## config.mk

```make
export PLATFORM = sky130hd
export DESIGN_NAME = hwce_y_out_serializer
export DESIGN_NICKNAME = d
export VERILOG_FILES = /design/src/rtl/hwce_y_out_serializer.sv
export SDC_FILE = /design/constraint.sdc
export NUM_CORES = 1
export LEC_CHECK = 0
export ABC_AREA = 1
export CAP_MARGIN = 15
export CORE_MARGIN = 5
export CORE_UTILIZATION = 40
export CTS_BUF_LIST = sky130_fd_sc_hd__clkbuf_4 sky130_fd_sc_hd__clkbuf_8
export CTS_CLUSTER_SIZE = 28
export DETAILED_ROUTE_END_ITERATION = 7
export GPL_TIMING_DRIVEN = 0
export PLACE_DENSITY = 0.67
export SLEW_MARGIN = 20
export SYNTH_ARGS = -nofsm -noshare
export SYNTH_HDL_FRONTEND = slang
export SYNTH_SLANG_ARGS = --single-unit
```

## constraint.sdc

```tcl
create_clock -name clk -period 5.4 [get_ports clk]
set_clock_uncertainty 0.05 [all_clocks]
set_input_delay 1.08 -clock clk [delete_from_list [all_inputs] [get_ports clk]]
set_output_delay 1.08 -clock clk [all_outputs]
set_load 0.05 [all_outputs]
```

## src/rtl/hwce_y_out_serializer.sv

```systemverilog
// HWCE output serializer: FIFO of NPX-pixel vectors, one pixel per beat out.
// Ports: clk/rst/clear, tile_len, y_in/valid_y_in/ready_in, y_out/valid_y_out/ready_out,
// y_last, tile_done, max_occ (high-watermark, only with HWCE_OUT_FIFO_STATS_EN).
module hwce_y_out_serializer #(
  parameter int CONV_WIDTH = 16,
  parameter int NPX        = 2,
  parameter int DEPTH      = 4,
  parameter int CNT_WIDTH  = 16
) (
  input  logic                        clk,
  input  logic                        rst,
  input  logic                        clear,
  input  logic [CNT_WIDTH-1:0]        tile_len,
  input  logic [NPX*CONV_WIDTH-1:0]   y_in,
  input  logic                        valid_y_in,
  output logic                        ready_in,
  output logic [CONV_WIDTH-1:0]       y_out,
  output logic                        valid_y_out,
  input  logic                        ready_out,
  output logic                        y_last,
  output logic                        tile_done,
  output logic [$clog2(DEPTH):0]      max_occ
);

  localparam int AW = $clog2(DEPTH);
  localparam int CW = AW + 1;
  localparam int IW = (NPX > 1) ? $clog2(NPX) : 1;
  localparam logic [CW-1:0] FULL     = CW'(DEPTH);
  localparam logic [IW-1:0] IDX_LAST = IW'(NPX - 1);

  logic [NPX*CONV_WIDTH-1:0] mem [DEPTH];
  logic [AW-1:0]             wptr;
  logic [AW-1:0]             rptr;
  logic [CW-1:0]             count;
  logic [IW-1:0]             idx;
  logic [CNT_WIDTH-1:0]      tcnt;
  logic                      done_q;

  logic [NPX*CONV_WIDTH-1:0] head;
  logic [CONV_WIDTH-1:0]     pix [NPX];
  logic [CNT_WIDTH-1:0]      tl_m1;
  logic                      push;
  logic                      beat;
  logic                      pop;
  logic                      last;

  assign ready_in    = (count < FULL);
  assign valid_y_out = (count != '0);
  assign push        = valid_y_in & ready_in;
  assign beat        = valid_y_out & ready_out;

  assign head = mem[rptr];

  for (genvar p = 0; p < NPX; p++) begin : g_pix
    assign pix[p] = head[p*CONV_WIDTH +: CONV_WIDTH];
  end

  assign y_out = valid_y_out ? pix[idx] : '0;

  // tile_len == 0 means an unbounded tile
  assign tl_m1 = tile_len - CNT_WIDTH'(1);
  assign last  = valid_y_out
               & (tile_len != '0)
               & (tcnt == tl_m1);

  assign y_last    = last;
  assign tile_done = done_q;

  // a y_last beat pops even mid-vector, dropping the rest
  assign pop = beat & ((idx == IDX_LAST) | last);

  always_ff @(posedge clk) begin
    if (push && !clear) begin
      mem[wptr] <= y_in;
    end
  end

  always_ff @(posedge clk or posedge rst) begin
    if (rst) begin
      wptr   <= '0;
      rptr   <= '0;
      count  <= '0;
      idx    <= '0;
      tcnt   <= '0;
      done_q <= 1'b0;
    end else if (clear) begin
      wptr   <= '0;
      rptr   <= '0;
      count  <= '0;
      idx    <= '0;
      tcnt   <= '0;
      done_q <= 1'b0;
    end else begin
      if (push) begin
        wptr <= wptr + AW'(1);
      end
      if (pop) begin
        rptr <= rptr + AW'(1);
      end
      unique case ({push, pop})
        2'b10:   count <= count + CW'(1);
        2'b01:   count <= count - CW'(1);
        default: count <= count;
      endcase
      if (beat) begin
        idx  <= pop ? '0 : idx + IW'(1);
        tcnt <= last ? '0 : tcnt + CNT_WIDTH'(1);
      end
      done_q <= beat & last;
    end
  end

`ifdef HWCE_OUT_FIFO_STATS_EN
  logic [CW-1:0] max_q;

  always_ff @(posedge clk or posedge rst) begin
    if (rst) begin
      max_q <= '0;
    end else if (clear) begin
      max_q <= '0;
    end else if (count > max_q) begin
      max_q <= count;
    end
  end

  assign max_occ = max_q;
`else
  assign max_occ = '0;
`endif

endmodule
```

==> metrics, run 1 <==
outcome=finished, final reports clean; root buffer cell=clkbuf_8; Distinct cells, synth=35; worst-path fanout max=5; global-route wire length before repair=26.5 mm; setup ws final=0.482 ns; Sequential Power Share=42.3%; # rows=48; headroom to the max-slew limit=57.6%; Critical Path RT=4.27 ns; dpl cell area=8190 um^2; vias in the first global route=4971; worst-skew pair later-pin latency=0.45 ns; DR vias/cell=5.12; Worst Hold End=count[2]; Clk pin slew, worst setup/hold paths=0.08 ns; yosys warns=0; sw power=1.08 mW; htree depth=4; R2R depth=17; switch share=33.1%; DR vias=5149; Routed Antenna Nets=0; Die Wd=143 um; Initial DRC Count=354; Core ar.=17300 um^2; most common cell after layout, fill and taps aside=nor2_1; Power Density=376 nW/um^2; Overflow after GRT=0; Hold Path Class=flop to flop; worst vdd ir=0.377 mV; cell-internal power=2.17 mW; Overall Global Routing Usage=17.2%; Area Overhead vs Synth=22.3%; Die H=143 um; Post-Place Cells=976; post-CTS sizing=0; Cells after Synth=674; Avg Synthesized Cell Area=10.5 um^2; Layout Nets=831; Leak Pwr=3.16 nW; Final Hold Fails=0; TritonCTS Sinks=153; RR Startpoint=count[1]; final WL=17.1 mm; reg2reg setup slack=2.90 ns; Yosys reg bits=153; Hold-fix buffers, CTS=0; most frequent cells in the layout=nor2_1, edfxtp_1, o21ai_0, clkdlybuf4s50_1, nand2_1; drt wl/cell=17.0 um; WP data arrival=3.79 ns; critical path class=primary input to primary output; startpoint types=primary input; worst hold stages=2; final setup vio count=0; initial antenna violation count=0; Max Fclk=0.203 GHz; I/O pin cnt=76; full die area=20400 um^2; final instance area=8630 um^2; Placer Congestion=0.837; mapped cell area=7060 um^2; logic gate share of total power=27.9%; worst reg2reg endpoint=count[1]; RSZ-0062 raised after global routing=false; sequential area share after synthesis=63.3%; pre-CTS setup slack=0.493 ns; Hold Startpoint=count[2]; Tightest Pin Transition=0.635 ns; share of cells above drive strength 1=9.22%; setup repair bufs after CTS=0; cts bufs inserted=17; Setup TNS=0 ns; Clock power frac=29.8%; CTS tree=built; Post-Layout Cell Count=1006; Final period util=91.1%; Ant. Diodes=0; Final Critical Period=4.92 ns; I/O Buffers=71; count of pins over their slew limit=0; Critical Path Sink Type=primary output; TritonRoute pass-1 iters=5; Residual DRC=0; Starting Density=40.8%; Longest Clk Path Bufs=2; largest net degree at the start of global routing=26; Max Cap Viol=0; DP Wirelength=11.9 mm
-- worst max-delay path, stage by stage --
cell             delay (ns)
clkdlybuf4s50_1        0.45
inv_1                  0.13
ha_1                   0.28
inv_1                  0.13
nor2_4                 0.15
nand3_1                0.13
nand3_1                0.10
nand2_1                0.05
inv_1                  0.05
nand2_1                0.04
nor2_1                 0.12
nand3_2                0.13
inv_1                  0.14
clkdlybuf4s50_1        0.82
-- cells in the mapped netlist --
cell type / count / share of area (%)
xor2_1: 18 / 2.2
nor3_1: 3 / 0.21
o21ai_1: 1 / 0.071
nor2_4: 3 / 0.48
nand3_2: 4 / 0.57
o21a_1: 1 / 0.11
nor2_2: 9 / 0.80
o22ai_2: 1 / 0.18
buf_4: 4 / 0.43
inv_2: 2 / 0.11
a21oi_1: 2 / 0.14
conb_1: 1 / 0.053
o22ai_1: 26 / 2.3
nor3_2: 2 / 0.28
nand3_1: 20 / 1.4
nand2_1: 68 / 3.6
xnor2_1: 8 / 0.99
nand4_1: 4 / 0.35
edfxtp_1: 128 / 54
o21ai_2: 1 / 0.12
o21ai_0: 89 / 6.3
buf_2: 1 / 0.071
nand3b_4: 1 / 0.28
nand2_4: 1 / 0.16
nand3b_1: 2 / 0.21
nor2_1: 136 / 7.2
fa_1: 1 / 0.28
dfrtp_1: 25 / 8.9
a31oi_1: 16 / 1.4
nand2_2: 5 / 0.44
ha_1: 7 / 1.2
clkbuf_1: 25 / 1.3
a211oi_1: 1 / 0.11
a22o_1: 1 / 0.12
inv_1: 57 / 3.0
-- how the worst max path moves through the flow --
| stage | start | endpoint | slack, ns | cells past startpoint |
|---|---|---|---|---|
| after floorplan | tile_len[0] | y_last | 1.80 | 12 |
| after global placement | valid_y_in | mem[3][29] | 0.25 | 7 |
| after detailed placement | tile_len[0] | y_last | 0.49 | 14 |
| after CTS | tile_len[0] | y_last | 0.48 | 15 |
| after global routing | tile_len[0] | y_last | 0.21 | 15 |
| final | tile_len[0] | y_last | 0.48 | 14 |
-- area by class of cell --
class	instances	area [um^2]
Fill cell	1590	8660
Sequential cell	153	4470
Multi-Input combinational cell	434	2280
Timing Repair Buffer	75	813
Tap cell	225	282
Clock buffer	18	241
Inverter	59	221
Clock inverter	12	199
Buffer	30	129
-- power groups by stage --
stage | registers [mW] | logic [mW] | clock network (mW)
after detailed placement | 1.40 | 0.909 | 0
final | 1.37 | 0.907 | 0.966
after CTS | 1.37 | 0.915 | 0.982
after global placement | 1.40 | 0.884 | 0
after floorplan | 1.40 | 0.551 | 0
after global routing | 1.38 | 0.971 | 1.03
-- through the flow --
step                      total power, mW  utilization (%)  hold WS [ns]
after floorplan                      1.95                -         0.443
after global placement               2.29             46.6         0.469
after detailed placement             2.31             47.4         0.474
after CTS                            3.27             49.9         0.495
after global routing                 3.38             49.9         0.544
final                                3.25             49.9         0.493
-- layer usage --
metal  vias up  share of wire, %  GRT usage, %  wire length [um]
met2       195                48          27.8              8140
met5         -                 0             0                 0
met3        35               7.4          4.15              1270
met4         0               2.8          7.10               485
li1       2501                 -             -                 -
met1      2418                42          22.5              7180
-- registers in the layout, indices dropped and copies added (netlist names) --
name / count
mem: 128
tcnt: 16
count: 3
rptr: 2
wptr: 2
idx: 1
tile_done: 1
-- cells by family (layout without fill, tap and decap cells) --
group           count (synthesis)  count (layout)  synth area share [%]
simple gates                  258             258                  16.1
fa+ha+maj                       8               8                  1.52
compound gates                139             139                  10.9
xor+xnor                       26              26                  3.23
buf+inv                        89             194                  4.96
flops                         153             153                  63.3
other cells                     1               3                0.0531
No activity file was read; power rests on OpenSTA's default activity.
==> run 2, diff against run 1 <==
Settings changed: CELL_PAD_IN_SITES_DETAIL_PLACEMENT from default to 1, CELL_PAD_IN_SITES_GLOBAL_PLACEMENT from default to 2, PLACE_DENSITY 0.67 to default, PLACE_DENSITY_LB_ADDON from default to 0.1, SLEW_MARGIN 20 to default.
==> metrics, run 2 (synthesis results as in run 1) <==
Largest regs=mem (128), tcnt (16), count (3); Final Critical Period=4.99 ns; Buf+Inv Stages, Crit Path=6; Placer Congestion=0.816; drt wl/cell=19.3 um; Critical Path RT=4.27 ns; Core ar.=17300 um^2; RSZ-0062 raised after global routing=false; critical path class=primary input to primary output; root buffer cell=clkbuf_8; htree depth=4; Die H=143 um; final setup vio count=0; Max Cap Viol=0; most common cell after layout, fill and taps aside=nor2_1; final WL=19.5 mm; cell depth of the worst setup path=14; # rows=48; Area Overhead vs Synth=22.0%; Ant. Diodes=0; worst reg2reg endpoint=count[1]; Overall Global Routing Usage=20.0%; Critical Path Sink=y_last; WP data arrival=3.86 ns; cts bufs inserted=17; Biggest register=mem; Hold-fix buffers, CTS=0; worst vdd ir=0.252 mV; Overflow after GRT=0; Setup TNS=0 ns; TritonCTS Sinks=153; Leak Pwr=3.15 nW; highest cell delay on the worst timing path=0.81 ns; DP Wirelength=14.1 mm; Layout Nets=832; Max stage delay cell, worst path=clkdlybuf4s50_1; Critical Path Most Common Cell=inv_1; Hold Path Class=flop to flop; startpoint types=primary input; Post-Layout Cell Count=1009; post-CTS sizing=0; R2R depth=17; Residual DRC=0; Die Wd=143 um; outcome=finished, final reports clean; fillers=1908; TritonRoute pass-1 iters=4; CP cell instances=clkdlybuf4s50_1, inv_1, ha_1, inv_1, nor2_4, nand3_1, nand3_1, nand2_1, inv_1, nand2_1, nor2_1, nand3_2, inv_1, clkdlybuf4s50_1; vias in the first global route=5754; Clk pin slew, worst setup/hold paths=0.09 ns; I/O pin cnt=76; largest net degree at the start of global routing=26; Max Fclk=0.200 GHz; Longest Clk Path Bufs=2; Final Hold Fails=0; worst-path fanout max=5; full die area=20400 um^2; initial antenna violation count=0; worst-skew pair later-pin latency=0.44 ns; Critical Path Sink Type=primary output; Power Density=371 nW/um^2; DR vias/cell=5.13; global-route wire length before repair=30.9 mm; Routed Antenna Nets=0; most frequent cells in the layout=nor2_1, edfxtp_1, o21ai_0, clkdlybuf4s50_1, nand2_1; I/O Buffers=71; reg2reg setup slack=2.83 ns; headroom to the max-slew limit=53.5%; max reg flops=128; Initial DRC Count=319; Tightest Pin Transition=0.697 ns; Starting Density=40.8%; CTS tree=built; DR vias=5180; RR Startpoint=count[0]; Post-Place Cells=976; critical path startpoint=tile_len[0]; count of pins over their slew limit=0; setup repair bufs after CTS=0; delay-heaviest family, CP=buffers and inverters; share of cells above drive strength 1=9.44%; Final period util=92.4%
run 2: changes by cell type in the layout (fill, tap and decap cells not counted), moves of 2 or more:
cell / before / now
clkinv_2: 2 / 0
inv_8: 0 / 5
buf_16: 3 / 1
bufinv_16: 5 / 2
buf_12: 1 / 4
run 2: how the worst min path moves through the flow:
stage / startpoint / cells after the start / slack (ns) / endpoint
finish: count[2] / 2 / 0.51 / count[2]
global route: count[2] / 2 / 0.55 / count[2]
CTS: wptr[0] / 1 / 0.52 / wptr[0]
detailed placement: count[2] / 2 / 0.50 / count[2]
global placement: count[2] / 2 / 0.48 / count[2]
floorplan: count[2] / 2 / 0.44 / count[2]
run 2: area by class of cell:
cell class                 count  area, um^2  share of cell area, %
buffer                        30         129                   1.50
clock buffer                  17         234                   2.72
clock inverter                15         180                   2.09
inverter                      59         221                   2.57
multi-input combinational    434        2280                   26.5
sequential                   153        4470                   51.9
tap                          225         282                   3.27
timing repair buffer          76         818                   9.50
run 2: metrics by stage:
stage	area [um^2]	hold slack, ns	total power [mW]	utilization (%)	worst slack [ns]
floorplan	7070	0.443	1.95	-	1.80
global placement	8060	0.477	2.29	46.6	0.223
detailed placement	8170	0.495	2.32	47.2	0.361
CTS	8580	0.519	3.22	49.6	0.340
global route	8610	0.553	3.35	49.8	0.197
finish	8610	0.510	3.19	49.8	0.410
run 2: worst register-to-register path, cell delays in order (launching register included):
cell and delay (ns):
dfrtp_1 0.42, inv_1 0.09, nand3_2 0.19, nand2_1 0.10, nor2_1 0.10, nand2_1 0.06, nor2_1 0.13, nand3_1 0.09
nor2_1 0.12, nand3_2 0.14, nand2_2 0.13, nand2_4 0.08, inv_1 0.10, nand2_1 0.06, inv_1 0.07, fa_1 0.41
nand2_1 0.09, o21ai_2 0.05
run 2: power breakdown:
part           total, mW  switching (mW)  internal, mW
Clock              0.911           0.480         0.431
Sequential          1.38          0.0286          1.35
Combinational      0.907           0.634         0.273
run 2: metal layers:
metal	GRT usage, %	vias up	share of wire (%)
li1	-	2502	-
met1	22.5	2570	40
met3	3.05	18	2.9
met5	0	-	0
met4	6.80	0	1.4
met2	38.2	90	55
==> run 3, diff against run 2 <==
Settings changed: CORE_UTILIZATION 40 to 41.
==> metrics, run 3 (synthesis results as in run 1) <==
outcome=finished, final reports clean; initial antenna violation count=0; Die Wd=141 um; Overflow after GRT=0; startpoint types=primary input; Placer Congestion=0.811; worst vdd ir=0.281 mV; setup repair bufs after CTS=0; DR vias=5223; Longest Clk Path Bufs=2; Hold-fix buffers, CTS=0; Critical Path RT=4.27 ns; RSZ-0062 raised after global routing=false; Final Hold Fails=0; TritonRoute pass-1 iters=4; Ant. Diodes=0; # rows=48; Max Fclk=0.201 GHz; largest net degree at the start of global routing=26; worst hold stages=2; Clk pin slew, worst setup/hold paths=0.09 ns; Setup TNS=0 ns; max reg flops=128; Final period util=92.4%; R2R depth=17; most common cell after layout, fill and taps aside=nor2_1; pre-CTS setup slack=0.371 ns; setup ws final=0.413 ns; final setup vio count=0; vias in the first global route=5772; share of cells above drive strength 1=9.32%; htree depth=4; Starting Density=41.3%; worst-path fanout max=5; Initial DRC Count=213; final WL=19.5 mm; Tightest Pin Transition=0.684 ns; Residual DRC=0; Layout Nets=832; Overall Global Routing Usage=20.2%; Core ar.=17100 um^2; Max Cap Viol=0; post-CTS sizing=0; headroom to the max-slew limit=54.3%; Leak Pwr=3.11 nW; full die area=19900 um^2; DR vias/cell=5.18; Area Overhead vs Synth=21.0%; Power Density=360 nW/um^2; TritonCTS Sinks=153; root buffer cell=clkbuf_8; count of pins over their slew limit=0; critical path class=primary input to primary output; CTS tree=built; DP Wirelength=14.0 mm; most frequent cells in the layout=nor2_1, edfxtp_1, o21ai_0, clkdlybuf4s50_1, nand2_1; I/O Buffers=71; cts bufs inserted=17; Die H=141 um; Final Critical Period=4.99 ns; fillers=1899; worst-skew pair later-pin latency=0.45 ns; Biggest register=mem; Largest regs=mem (128), tcnt (16), count (3); Hold Path Class=flop to flop; Critical Path Sink Type=primary output; WP data arrival=3.86 ns; drt wl/cell=19.4 um; Routed Antenna Nets=0; global-route wire length before repair=30.7 mm; I/O pin cnt=76
-- run 3: cell types whose count changed in the layout (fill, tap and decap cells not counted) --
cell and delta:
buf_12 -1, inv_6 +2, clkinvlp_4 +1, bufinv_16 -2, inv_8 -3, buf_8 +1
clkinv_2 +1
-- run 3: metrics by stage --
step	area [um^2]	total power [mW]	utilization [%]	hold slack, ns	cells
global placement	8060	2.29	47.1	0.477	972
detailed placement	8180	2.32	47.8	0.480	976
finish	8540	3.07	49.9	0.500	1008
CTS	8530	3.11	49.8	0.507	1007
floorplan	7070	1.95	-	0.443	676
global route	8540	3.21	49.9	0.550	1008
-- run 3: power by group --
part	leakage [nW]	switching [mW]	total (mW)	internal, mW
sequential	1.51	0.0286	1.38	1.35
combinational	1.43	0.638	0.911	0.273
clock	0.175	0.457	0.785	0.328
total	3.11	1.12	3.07	1.95
-- run 3: layout make-up --
cell class	count	area, um^2	area share (%)
inverter	59	221	2.59
sequential	153	4470	52.3
timing repair buffer	76	813	9.52
multi-input combinational	434	2280	26.7
clock inverter	14	116	1.36
tap	225	282	3.30
buffer	30	129	1.51
clock buffer	17	234	2.74
-- run 3: final timing paths --
| check | startpoint | slack [ns] | to |
|---|---|---|---|
| setup / recovery | tile_len[0] | 0.41 | y_last |
| hold / removal | count[2] | 0.50 | count[2] |
| setup reg to reg | count[2] | 2.86 | count[1] |
| hold reg to reg | count[2] | 0.50 | count[2] |
| max in group asynchronous | rst | 3.88 | tcnt[1] |
| min in group asynchronous | rst | 0.93 | tcnt[11] |
-- run 3: per-layer routing --
layer  track usage (%)  up-vias  wire (um)
met5                 0        -          0
met4              7.55        0        523
met3              3.60       30        545
met2              37.9       90      10600
met1              22.6     2593       7900
li1                  -     2510          -
-- run 3: worst max-delay path, stage by stage --
cell and delay, ns:
clkdlybuf4s50_1 0.47, inv_1 0.14, ha_1 0.29, inv_1 0.13
nor2_4 0.17, nand3_1 0.12, nand3_1 0.09, nand2_1 0.05
inv_1 0.06, nand2_1 0.06, nor2_1 0.12, nand3_2 0.14
inv_1 0.11, clkdlybuf4s50_1 0.80
